`config.mk`:
```
export PLATFORM = sky130hd
export DESIGN_NAME = cnn_layer_accel_quad_job_ctrl
export DESIGN_NICKNAME = d
export VERILOG_FILES = /design/src/rtl/cnn_layer_accel_quad_job_ctrl_pkg.sv /design/src/rtl/cnn_layer_accel_cfg_arb.sv /design/src/rtl/cnn_layer_accel_quad_job_ctrl.sv
export SDC_FILE = /design/constraint.sdc
export NUM_CORES = 1
export LEC_CHECK = 0
export BUFFER_PORTS_ARGS = -buffer_cell sky130_fd_sc_hd__buf_2
export CAP_MARGIN = 10
export CORE_MARGIN = 4
export CORE_UTILIZATION = 25
export CTS_BUF_LIST = sky130_fd_sc_hd__clkbuf_16
export CTS_CLUSTER_SIZE = 14
export DETAILED_ROUTE_END_ITERATION = 16
export SKIP_LAST_GASP = 1
export SYNTH_ARGS = -nofsm -noshare
export SYNTH_HDL_FRONTEND = slang
export SYNTH_HIERARCHICAL = 1
export SYNTH_SLANG_ARGS = --single-unit
```
`constraint.sdc`:
```
create_clock -name clk_if -period 14.3 [get_ports clk_if]
set_input_delay 1.43 -clock clk_if [delete_from_list [all_inputs] [get_ports clk_if]]
set_output_delay 1.43 -clock clk_if [all_outputs]
set_load 0.02 [all_outputs]
```
`src/rtl/cnn_layer_accel_quad_job_ctrl_pkg.sv`:
```
// Shared definitions for the quad job controller: FSM states, descriptor layout,
// datapath widths and the default number of configuration ports.
package cnn_layer_accel_quad_job_ctrl_pkg;

    localparam int unsigned CFG_PORTS_DEF = 4;
    localparam int unsigned PARAM_W       = 128;
    localparam int unsigned CFG_DATA_W    = 128;
    localparam int unsigned DIM_W         = 16;
    localparam int unsigned BEATS_W       = 8;
    localparam int unsigned SEL_W         = 2;
    localparam int unsigned WD_W          = 16;

    // Descriptor field offsets inside job_parameters
    localparam int unsigned ROWS_LSB  = 0;
    localparam int unsigned COLS_LSB  = 16;
    localparam int unsigned DEPTH_LSB = 32;
    localparam int unsigned BEATS_LSB = 48;

    typedef enum logic [2:0] {
        ST_IDLE      = 3'd0,
        ST_ACCEPT    = 3'd1,
        ST_CONFIG    = 3'd2,
        ST_FETCH_REQ = 3'd3,
        ST_RUN       = 3'd4,
        ST_DONE      = 3'd5
    } job_state_e;

endpackage

```
`src/rtl/cnn_layer_accel_cfg_arb.sv`:
```
// Fixed-priority picker for the config ports: lowest-index request wins,
// returns a one-hot grant plus its encoded index.
module cnn_layer_accel_cfg_arb
    import cnn_layer_accel_quad_job_ctrl_pkg::*;
(
    input  logic [3:0]       req,
    output logic [3:0]       grant,
    output logic [SEL_W-1:0] sel
);

    // Scan high to low so the lowest set bit is the last (winning) assignment
    always_comb begin
        grant = '0;
        sel   = '0;
        for (int i = 3; i >= 0; i--) begin
            if (req[i]) begin
                grant = 4'(1) << i;
                sel   = SEL_W'(i);
            end
        end
    end

endmodule

```
`src/rtl/cnn_layer_accel_quad_job_ctrl.sv`:
```
// Quad-side job/config handshake responder on the interface clock.
// Optional watchdog: define QUAD_JOB_CTRL_TIMEOUT_EN to abort jobs stuck in
// FETCH_REQ/RUN/DONE after C_TIMEOUT_CYCLES and raise a sticky job_err.
module cnn_layer_accel_quad_job_ctrl
    import cnn_layer_accel_quad_job_ctrl_pkg::*;
#(
    parameter int unsigned C_NUM_CFG_PORTS  = CFG_PORTS_DEF,
    parameter int unsigned C_TIMEOUT_CYCLES = 65535
) (
    input  logic                       clk_if,
    input  logic                       rst,
    input  logic                       job_start,
    input  logic                       job_parameters_valid,
    input  logic [PARAM_W-1:0]         job_parameters,
    output logic                       job_accept,
    input  logic [C_NUM_CFG_PORTS-1:0] config_valid,
    input  logic [CFG_DATA_W-1:0]      config_data,
    output logic [C_NUM_CFG_PORTS-1:0] config_accept,
    output logic                       job_fetch_request,
    input  logic                       job_fetch_ack,
    input  logic                       job_fetch_complete,
    output logic                       job_complete,
    input  logic                       job_complete_ack,
    output logic [DIM_W-1:0]           job_rows,
    output logic [DIM_W-1:0]           job_cols,
    output logic [DIM_W-1:0]           job_depth,
    output logic                       cfg_wr_en,
    output logic [SEL_W-1:0]           cfg_wr_sel,
    output logic [CFG_DATA_W-1:0]      cfg_wr_data,
    output logic                       core_start,
    input  logic                       core_done,
    output logic                       job_busy,
    output logic                       job_err
);

    job_state_e                 state;
    job_state_e                 state_next;
    logic [BEATS_W-1:0]         cfg_cnt;
    logic                       fetch_seen;
    logic                       core_seen;
    logic [C_NUM_CFG_PORTS-1:0] arb_req;
    logic [C_NUM_CFG_PORTS-1:0] arb_grant;
    logic [SEL_W-1:0]           arb_sel;
    logic                       cfg_hs;
    logic                       start_hs;
    logic                       wd_expired;

    // Bits above the descriptor fields carry nothing for this block
    logic unused_params;
    assign unused_params = ^job_parameters[PARAM_W-1:BEATS_LSB+BEATS_W];

    assign start_hs = job_start && job_parameters_valid;
    assign arb_req  = (state == ST_CONFIG) ? config_valid : '0;
    assign cfg_hs   = |arb_grant;

    cnn_layer_accel_cfg_arb u_cfg_arb (
        .req   (arb_req),
        .grant (arb_grant),
        .sel   (arb_sel)
    );

`ifdef QUAD_JOB_CTRL_TIMEOUT_EN
    logic [WD_W-1:0] wd_cnt;
    logic            wd_watch;

    assign wd_watch   = (state == ST_FETCH_REQ) || (state == ST_RUN) || (state == ST_DONE);
    assign wd_expired = wd_watch && (wd_cnt == WD_W'(C_TIMEOUT_CYCLES - 1));

    // Watchdog counts dwell time in the host-waiting states, restarting on every transition
    always_ff @(posedge clk_if or posedge rst) begin
        if (rst) begin
            wd_cnt  <= '0;
            job_err <= 1'b0;
        end else begin
            if (!wd_watch || (state_next != state)) begin
                wd_cnt <= '0;
            end else begin
                wd_cnt <= wd_cnt + WD_W'(1);
            end
            if (wd_expired) begin
                job_err <= 1'b1;
            end
        end
    end
`else
    logic unused_timeout;
    assign unused_timeout = ^WD_W'(C_TIMEOUT_CYCLES);
    assign wd_expired     = 1'b0;
    assign job_err        = 1'b0;
`endif

    // State register
    always_ff @(posedge clk_if or posedge rst) begin
        if (rst) begin
            state <= ST_IDLE;
        end else begin
            state <= state_next;
        end
    end

    // Next-state logic; a watchdog expiry overrides everything and returns to IDLE
    always_comb begin
        state_next = state;
        case (state)
            ST_IDLE:      if (start_hs) state_next = ST_ACCEPT;
            ST_ACCEPT:    state_next = (cfg_cnt != '0) ? ST_CONFIG : ST_FETCH_REQ;
            ST_CONFIG:    if (cfg_hs && (cfg_cnt == BEATS_W'(1))) state_next = ST_FETCH_REQ;
            ST_FETCH_REQ: if (job_fetch_ack) state_next = ST_RUN;
            ST_RUN:       if ((fetch_seen || job_fetch_complete) && (core_seen || core_done))
                              state_next = ST_DONE;
            ST_DONE:      if (job_complete_ack) state_next = ST_IDLE;
            default:      state_next = ST_IDLE;
        endcase
        if (wd_expired) begin
            state_next = ST_IDLE;
        end
    end

    // Handshake outputs decoded from the registered state
    always_comb begin
        job_accept        = 1'b0;
        job_fetch_request = 1'b0;
        job_complete      = 1'b0;
        job_busy          = (state != ST_IDLE);
        config_accept     = arb_grant;
        case (state)
            ST_ACCEPT:    job_accept        = 1'b1;
            ST_FETCH_REQ: job_fetch_request = 1'b1;
            ST_DONE:      job_complete      = 1'b1;
            default:      ;
        endcase
    end

    // Descriptor capture, beat counter, config write port and core start pulse
    always_ff @(posedge clk_if or posedge rst) begin
        if (rst) begin
            job_rows    <= '0;
            job_cols    <= '0;
            job_depth   <= '0;
            cfg_cnt     <= '0;
            cfg_wr_en   <= 1'b0;
            cfg_wr_sel  <= '0;
            cfg_wr_data <= '0;
            core_start  <= 1'b0;
        end else begin
            if ((state == ST_IDLE) && start_hs) begin
                job_rows  <= job_parameters[ROWS_LSB  +: DIM_W];
                job_cols  <= job_parameters[COLS_LSB  +: DIM_W];
                job_depth <= job_parameters[DEPTH_LSB +: DIM_W];
                cfg_cnt   <= job_parameters[BEATS_LSB +: BEATS_W];
            end else if (cfg_hs) begin
                cfg_cnt <= cfg_cnt - BEATS_W'(1);
            end
            cfg_wr_en <= cfg_hs;
            if (cfg_hs) begin
                cfg_wr_sel  <= arb_sel;
                cfg_wr_data <= config_data;
            end
            core_start <= (state == ST_FETCH_REQ) && (state_next == ST_RUN);
        end
    end

    // Completion-event latches, live only while RUN persists
    always_ff @(posedge clk_if or posedge rst) begin
        if (rst) begin
            fetch_seen <= 1'b0;
            core_seen  <= 1'b0;
        end else if ((state == ST_RUN) && (state_next == ST_RUN)) begin
            fetch_seen <= fetch_seen || job_fetch_complete;
            core_seen  <= core_seen  || core_done;
        end else begin
            fetch_seen <= 1'b0;
            core_seen  <= 1'b0;
        end
    end

endmodule
```
==> results.yml <==
synth:
  synth_top_family_by_area: "simple AND/OR/NAND/NOR gates"
  synth_cells: 757
  synth_nets: 1028
  synth_compound_area_share_pct: 1.19
  ys_types: 41
  synthTopCellsByArea: "dfrtp_1 (64%), nand2_1 (20%), mux2_2 (6.8%)"
  netlist_area_sq_um: 7590
  async_flop_share_pct: 100
  yosysTopAreaCell: "dfrtp_1"
  synth_edf_count: 0
  synthXorXnorAreaFrac_pct: 0.808
  yosys.area_share.simple_pct: 23.7
  muxShareOfSynthArea_pct: 7.12
  postSynthAreaPerCell_sq_um: 10.0
  yosysWarnings: 6
  ys.flop_type: "dfrtp_1"
  synth_fa_ha_area_share_pct: 0.495
  ys_seq_elements: 193
  yosysTopAreaCellShare_pct: 63.6
  yosysSeqAreaShare_pct: 63.6
pwr:
  p_sw_mw: 1.29
  power.leakage_nw: 5.76
  ir_worst_vdd_mv: 0.138
  swShare_pct: 45.7
  p_int_mw: 1.53
  clockPowerShare_pct: 17.0
  combinationalPowerShare_pct: 48.7
  sequentialPowerShare_pct: 34.3
  powerDensity_nw_per_um2: 270
finish:
  area_delta_synth_final_pct: 37.2
  final_cells: 1528
  layout-drive-gt1-share_pct: 41.9
  finalInstanceArea_sq_um: 10400
  fillerInstances: 3118
  final_net_count: 1394
  post-route-util_pct: 35.0
detailed_routing:
  num_vias: 6275
  viasPerCell: 4.11
  drt_wl_total_um: 21900
  routedWlPerCell_um: 14.3
  drc: 0
  ant_nets: 0
  dr.pass1.iters: 6
  drt-initial-drc-count: 275
floorplanning:
  coreArea_sq_um: 29800
  io_pins: 457
  die_y_um: 182
  row_count: 63
  initial_utilization_pct: 25.5
  die_area_sq_um: 33200
  die_w_um: 182
clock_network:
  insertion_delay_ns: 0.42
  clockBufferDepth: 2
  cts_max_level: 4
  cts_setup_buffers: 0
  cts_buffers: 17
  ctsRootBufferMaster: "clkbuf_16"
  clock_sinks: 193
  cts-resized-gates: 0
  clkSlewWorstSetupHoldPaths_ns: 0.07
  cts_tree: "yes"
  postCtsHoldBufs: 0
sta:
  fmax_mhz: 260
  hold_violations: 0
  drv_slew: 0
  fin_crit_ns: 3.85
  fin_hold_ws_ns: 0.429
  tns_ns: 0
  tightest_slew_ns: 1.03
  rsz0062_at_grt: "no"
  finalClockSkew_ns: 0.0102
  fin_crit_sh_pct: 26.9
  setup_viol: 0
  slew_headroom_pct: 31.1
critical_path:
  cp-start-kind: "input port"
  critPathArrivalTime_ns: 4.21
  required_ns: 14.66
  critPathMaxFanout: 97
  criticalPathCategory: "in2reg"
  r2r_slack_ns: 10.84
  critPathCaptureType: "register"
job:
  cap_violations: 0
placed_design:
  portBuffers: 383
  routabilityCongestion: 0.753
  place_inst: 1494
  placed_cell_area_sq_um: 9840
  dp.final_hpwl_um: 15800
grt:
  grt_pass1_wl_um: 34800
  grt_max_degree: 124
  grt_pass1_vias: 6434
  grt_antenna_before_repair: 3
  track_usage_pct: 13.1
  overflow: 0
run_status:
  status: "complete, no violations"
min_path:
  hold_path_class: "reg2reg"
==> per-layer routing <==
layer | GRT usage, % | routed length (um) | vias to the layer above
met2 | 22.3 | 10700 | 248
met3 | 4.50 | 1830 | 28
li1 | - | - | 3094
met5 | 0 | 21 | -
met4 | 4.41 | 484 | 4
met1 | 15.5 | 8810 | 2901
==> metrics by stage <==
stage / setup WS, ns / total power [mW]
detailed placement: 9.87 / 2.39
finish: 10.45 / 2.81
global placement: 9.88 / 2.35
floorplan: 7.61 / 1.91
global route: 10.14 / 3.06
CTS: 10.35 / 2.88
==> worst max-delay path, cell delays in order <==
cell and delay (ns):
buf_2 0.10, and3_1 0.24, nor3b_1 0.32, nor4_2 0.06, buf_4 0.32, inv_4 0.45
buf_4 0.84, nand2_1 0.24, nand2_1 0.12
==> placed cells by master (no fill, tap or decap), types with 2 or more instances in the layout <==
cell / n
clkinv_2: 3
inv_6: 3
buf_4: 4
clkbuf_16: 17
clkinvlp_4: 3
bufinv_16: 2
nor2_1: 9
mux2_2: 46
dfrtp_1: 193
xnor2_1: 5
buf_2: 383
o21ai_0: 6
inv_1: 7
nand2_1: 404
nor3_1: 4
diode_2: 2
and3_1: 7
nor4_1: 3
xor2_1: 2
mux2_1: 2
ha_1: 3
nand3b_1: 2
==> Yosys cell counts (2+ instances only) <==
master    instances
and3_1            7
ha_1              3
dfrtp_1         193
mux2_2           46
mux2_1            2
nor3_1            4
clkbuf_1         17
buf_2            15
nor2_1            9
buf_4             8
xnor2_1           5
xor2_1            2
nand2_1         404
nor4_1            4
o21ai_0           6
nand3b_1          2
inv_1             6
==> power groups by stage <==
| stage | Clock (mW) | Combinational [mW] | Sequential, mW |
|---|---|---|---|
| finish | 0.477 | 1.37 | 0.965 |
| CTS | 0.499 | 1.41 | 0.967 |
| global placement | 0 | 1.39 | 0.963 |
| detailed placement | 0 | 1.41 | 0.973 |
| global route | 0.519 | 1.53 | 1.00 |
| floorplan | 0 | 0.632 | 1.28 |
==> flip-flops by register name, indices dropped and copies added, names as in the netlist <==
name	flops
cfg_wr_data	128
cfg_cnt	8
core_seen	1
core_start	1
state	3
fetch_seen	1
cfg_wr_sel	2
job_cols	16
job_rows	16
job_depth	16
cfg_wr_en	1
==> final cells by class <==
cell class	count	area, sq um	share of cell area (%)
Timing Repair Buffer	387	1950	18.7
Tap cell	390	488	4.68
Clock buffer	17	425	4.08
Antenna cell	2	5.00	0.0480
Sequential cell	193	4830	46.4
Clock inverter	15	144	1.38
Inverter	7	36.3	0.348
Multi-Input combinational cell	517	2540	24.4
==> final timing paths <==
| kind | from | end | depth (start not counted) |
|---|---|---|---|
| max | config_valid[0] | cfg_wr_data[82] | 9 |
| min | fetch_seen | core_seen | 1 |
| max reg2reg | state[0] | cfg_wr_data[82] | 9 |
| min reg2reg | fetch_seen | core_seen | 1 |
| max in group asynchronous | rst | cfg_wr_data[73] | 3 |
| min in group asynchronous | rst | cfg_wr_data[100] | 2 |
==> cells by family (layout without fill, tap and decap cells) <==
group	count (synthesis)	after routing
adders and majority gates	3	3
buffers and inverters	47	426
muxes	48	48
xor gates and xnor gates	7	7
DFF	193	193
and+or+nand+nor	444	444
other	1	3
AOI/OAI and AO/OA	14	14
Power figures use the tool's default switching activity.
